<file path="config.mk">
export PLATFORM = sky130hd
export DESIGN_NAME = sram_mem_ctrl
export DESIGN_NICKNAME = d
export VERILOG_FILES = /design/src/rtl/sram_mem_ctrl.sv
export SDC_FILE = /design/constraint.sdc
export NUM_CORES = 1
export LEC_CHECK = 0
export CORE_ASPECT_RATIO = 1.5
export CORE_MARGIN = 2
export CORE_UTILIZATION = 53
export CTS_BUF_LIST = sky130_fd_sc_hd__clkbuf_8
export CTS_CLUSTER_DIAMETER = 120
export DETAILED_ROUTE_END_ITERATION = 16
export PLACE_DENSITY_LB_ADDON = 0.25
export SLEW_MARGIN = 20
export SYNTH_ARGS = -nofsm -noshare
export SYNTH_HDL_FRONTEND = slang
export SYNTH_SLANG_ARGS = --single-unit
</file>
<file path="constraint.sdc">
create_clock -name clk -period 2.8 [get_ports clk]
set_clock_uncertainty 0.05 [all_clocks]
set_input_delay 0.56 -clock clk [delete_from_list [all_inputs] [get_ports clk]]
set_output_delay 0.56 -clock clk [all_outputs]
set_load 0.1 [all_outputs]
</file>
<file path="src/rtl/sram_mem_ctrl.sv">
// Multi-cycle controller mapping 32-bit MEM-stage accesses onto a 16-bit synchronous SRAM.
// Each word is moved as two halfword phases; ready low freezes the pipeline meanwhile.
module sram_mem_ctrl #(
  parameter logic [31:0] ADDR_BASE   = 32'd1024,
  parameter int unsigned WAIT_CYCLES = 2
) (
  input  logic        clk,
  input  logic        rst,
  input  logic        wr_en,
  input  logic        rd_en,
  input  logic [31:0] address,
  input  logic [31:0] write_data,
  output logic [31:0] read_data,
  output logic        ready,
  output logic [17:0] sram_addr,
  output logic [15:0] sram_dq_out,
  output logic        sram_dq_oe,
  input  logic [15:0] sram_dq_in,
  output logic        sram_we_n
);

  localparam int unsigned CW = (WAIT_CYCLES > 1) ? $clog2(WAIT_CYCLES) : 1;
  localparam logic [CW-1:0] TERM = CW'(WAIT_CYCLES - 1);

  localparam logic [1:0] S_IDLE = 2'd0;
  localparam logic [1:0] S_LO   = 2'd1;
  localparam logic [1:0] S_HI   = 2'd2;
  localparam logic [1:0] S_DONE = 2'd3;

  localparam logic [1:0] MODE_NONE = 2'b00;
  localparam logic [1:0] MODE_RD   = 2'b01;
  localparam logic [1:0] MODE_WR   = 2'b10;

  logic [1:0]    state;
  logic [CW-1:0] cnt;
  logic [1:0]    mode;
  logic [16:0]   word;
  logic [31:0]   data_q;
  logic          req;
  logic          term;
  logic [16:0]   word_next;

  assign req       = wr_en | rd_en;
  assign term      = (cnt == TERM);
  assign word_next = 17'((address - ADDR_BASE) >> 2);
  assign ready     = ((state == S_IDLE) && !req) || (state == S_DONE);

  // SRAM pins are registered, so each phase's pin values are loaded on the
  // edge that enters that phase.
  always_ff @(posedge clk) begin
    if (rst) begin
      state       <= S_IDLE;
      cnt         <= '0;
      mode        <= MODE_NONE;
      word        <= '0;
      data_q      <= '0;
      read_data   <= '0;
      sram_addr   <= '0;
      sram_dq_out <= '0;
      sram_dq_oe  <= 1'b0;
      sram_we_n   <= 1'b1;
    end else begin
      case (state)
        S_IDLE: begin
          if (req) begin
            mode        <= wr_en ? MODE_WR : MODE_RD;
            word        <= word_next;
            data_q      <= write_data;
            cnt         <= '0;
            state       <= S_LO;
            sram_addr   <= {word_next, 1'b0};
            sram_dq_oe  <= wr_en;
            sram_we_n   <= ~wr_en;
            sram_dq_out <= wr_en ? write_data[15:0] : '0;
          end
        end
        S_LO: begin
          if (mode == MODE_WR)
            sram_dq_out <= term ? data_q[31:16] : data_q[15:0];
          if (term) begin
            cnt       <= '0;
            state     <= S_HI;
            sram_addr <= {word, 1'b1};
            if (mode == MODE_RD)
              read_data[15:0] <= sram_dq_in;
          end else begin
            cnt <= cnt + 1'b1;
          end
        end
        S_HI: begin
          if (term) begin
            cnt         <= '0;
            state       <= S_DONE;
            sram_dq_oe  <= 1'b0;
            sram_we_n   <= 1'b1;
            sram_dq_out <= '0;
            if (mode == MODE_RD)
              read_data[31:16] <= sram_dq_in;
          end else begin
            cnt <= cnt + 1'b1;
          end
        end
        S_DONE: begin
          state <= S_IDLE;
          mode  <= MODE_NONE;
        end
        default: state <= S_IDLE;
      endcase
    end
  end

endmodule

</file>
==> results.tsv, run 1 <==
metric	value	unit
status	completed	
max_slew_margin	57.23	%
path_clk_slew	0.07	ns
worstMarginPinSlew	0.6400	ns
yosys_warnings	0	
hold_viol	0	
r2r_setup_slack	0.63	ns
routabilityCongestion	0.8191	
crit_path_max_fanout	10	
ys_types	43	
cpMaxStageDelayCell	nor3b_4	
yosysTopAreaCell	dfxtp_1	
ctsHoldBuffers	0	
cts_tree	yes	
fin_area	0.006862	mm²
postSynthAreaPerCell	8.326	µm²
synth_most_common_cell	nand2_1	
hpwl	8369	µm
routedWlPerCell	14.75	µm
p_leak	0.002660	µW
dieArea	0.01051	mm²
fp.dieW	84.39	µm
ctsResizeCount	0	
synthTopCellsByArea	dfxtp_1, nand2_1, a21oi_1, mux2i_1, nor2_1	
arrival	1.96	ns
fin_crit	2.566	ns
num_io_pins	153	
viasPerCell	5.516	
p_total	8902	µW
cts_root_buffer	clkbuf_8	
grt.total_usage	24.11	%
synthArstFlopShare	0	%
placed_cell_area	0.006409	mm²
cp-start-kind	flop	
syn_nets	708	
cts_num_sinks	122	
ys.flop_type	dfxtp_1	
setup_viol_count_final	0	
drtIter0Drc	238	
grt_max_degree	113	
placementRows	44	
initial_utilization	53.63	%
clock.fmax	389.8	MHz
utilization	71.63	%
cts_made_buffers	17	
endpoint_kind	output pin	
vias	4755	
finalSetupTns	0	ns
hold_class	flop to flop	
h-tree-depth	4	
yosys_register_bits	122	
grt_pass1_vias	4634	
drc	0	
fin_ws	0.2344	ns
diodes	0	
fin_crit_sh	91.63	%
synth.yosys.seq_area_share	47.54	%
drv_cap	0	
p_per_area	1297	mW/mm²
grt_pass1_wl	20870	µm
die_h	124.6	µm
syn_to_final_growth	33.56	%
fin_nets	827	
core_area	0.009579	mm²
antenna_found_initial	0	
first_pass_iters	4	
place_ws	0.3325	ns
critPathMaxStageDelay	0.35	ns
totalWireLength	12720	µm
drive_gt1_share	18.07	%
crit_chain	inv_1 -> ha_2 -> nor3b_4 -> or2_2 -> buf_12	
ir_drop	0.9383	mV
netlist_top_cells_count	nand2_1, dfxtp_1, a21oi_1	
gr-total-overflow	0	
clock_latency	0.42	ns
postCtsSetupRepairBufs	0	
netlist_area	0.005137	mm²
maxSlewViolCount	0	
netlist.area_leader.share	47.54	%
synth_edf_count	0	
numPortBuffers	137	
rsz0062_at_grt	no	
ant_nets	0	
clock_path_buffers	2	
synthCells	617	
worst-setup-path-type	flop to output pin	
worstPathRequired	2.19	ns
metrics by stage:
stage	cells	hold slack (ns)
final	862	0.4032
after global routing	862	0.4232
after CTS	862	0.4051
after detailed placement	832	0.3961
after global placement	832	0.3910
after floorplan	617	0.3857
cells by family after synthesis:
family                     Yosys count  share of synthesized area (%)
and+or+nand+nor                    244                          19.92
AOI/OAI and AO/OA                  154                          19.02
DFF                                122                          47.54
buffers and inverters               53                          4.749
muxes                               31                          6.040
adders and majority gates            7                          1.705
xor gates and xnor gates             6                          1.023
routing by layer:
| layer | GRT usage, % | up-vias | part of all wire (%) |
|---|---|---|---|
| li1 | - | 2328 | - |
| met1 | 25.47 | 2265 | 40 |
| met2 | 45.19 | 146 | 54 |
| met3 | 6.362 | 16 | 5.0 |
| met4 | 8.403 | 0 | 1.5 |
| met5 | 0 | - | 0 |
state kept, by name, indices dropped and copies added (netlist names):
register	flops
sram_dq_out	16
data_q	32
cnt	1
sram_we_n	1
sram_addr	18
state	2
read_data	32
mode	2
word	17
sram_dq_oe	1
path summary, 6_finish.rpt:
path / startpoint / end / depth (start not counted)
worst min-delay path: data_q[19] / data_q[19] / 2
worst min register to register: data_q[19] / data_q[19] / 2
worst max register to register: state[1] / sram_dq_out[1] / 7
worst max-delay path: state[0] / ready / 5
cell type report:
| cell class | count | area, µm² |
|---|---|---|
| Clock buffer | 22 | 302.8 |
| Clock inverter | 8 | 141.4 |
| Fill cell | 769 | 2718 |
| Inverter | 6 | 22.52 |
| Multi-Input combinational cell | 442 | 2475 |
| Sequential cell | 122 | 2442 |
| Tap cell | 115 | 143.9 |
| Timing Repair Buffer | 147 | 1334 |
power breakdown:
part | switching [µW] | internal [µW] | leakage [µW]
clock network | 655 | 1070 | 0.000228
logic | 3410 | 1330 | 0.00143
registers | 251 | 2180 | 0.00100
total | 4310 | 4590 | 0.00266
worst max-delay path: cells and delay by family (launching register included):
kind | cells | cell delay [ns]
buffers and inverters | 2 | 0.31
DFF | 1 | 0.34
and+or+nand+nor | 2 | 0.55
adders and majority gates | 1 | 0.32
cell usage in the layout (no fill, tap or decap), types with 3 or more instances in the layout:
| cell | instances |
|---|---|
| buf_4 | 75 |
| a211oi_1 | 15 |
| buf_12 | 5 |
| nor2_1 | 59 |
| o221ai_1 | 3 |
| nand2_1 | 159 |
| dfxtp_1 | 122 |
| nor3_1 | 3 |
| clkbuf_8 | 22 |
| o21ai_0 | 15 |
| bufinv_16 | 4 |
| ha_1 | 6 |
| clkdlybuf4s50_1 | 67 |
| inv_1 | 7 |
| xnor2_1 | 4 |
| nand2b_1 | 3 |
| a21oi_1 | 98 |
| mux2i_1 | 31 |
| nand4_1 | 3 |
| a211oi_2 | 14 |
No activity file was read; power rests on OpenSTA's default activity.
==> run 2, diff against run 1 <==
--- a/config.mk
+++ b/config.mk
@@ -12,6 +12,7 @@
 export CTS_CLUSTER_DIAMETER = 120
 export DETAILED_ROUTE_END_ITERATION = 16
 export PLACE_DENSITY_LB_ADDON = 0.25
+export SKIP_LAST_GASP = 1
 export SLEW_MARGIN = 20
 export SYNTH_ARGS = -nofsm -noshare
 export SYNTH_HDL_FRONTEND = slang
==> results of run 2 <==
The final DEF is identical to that of run 1; final timing and power are the same.
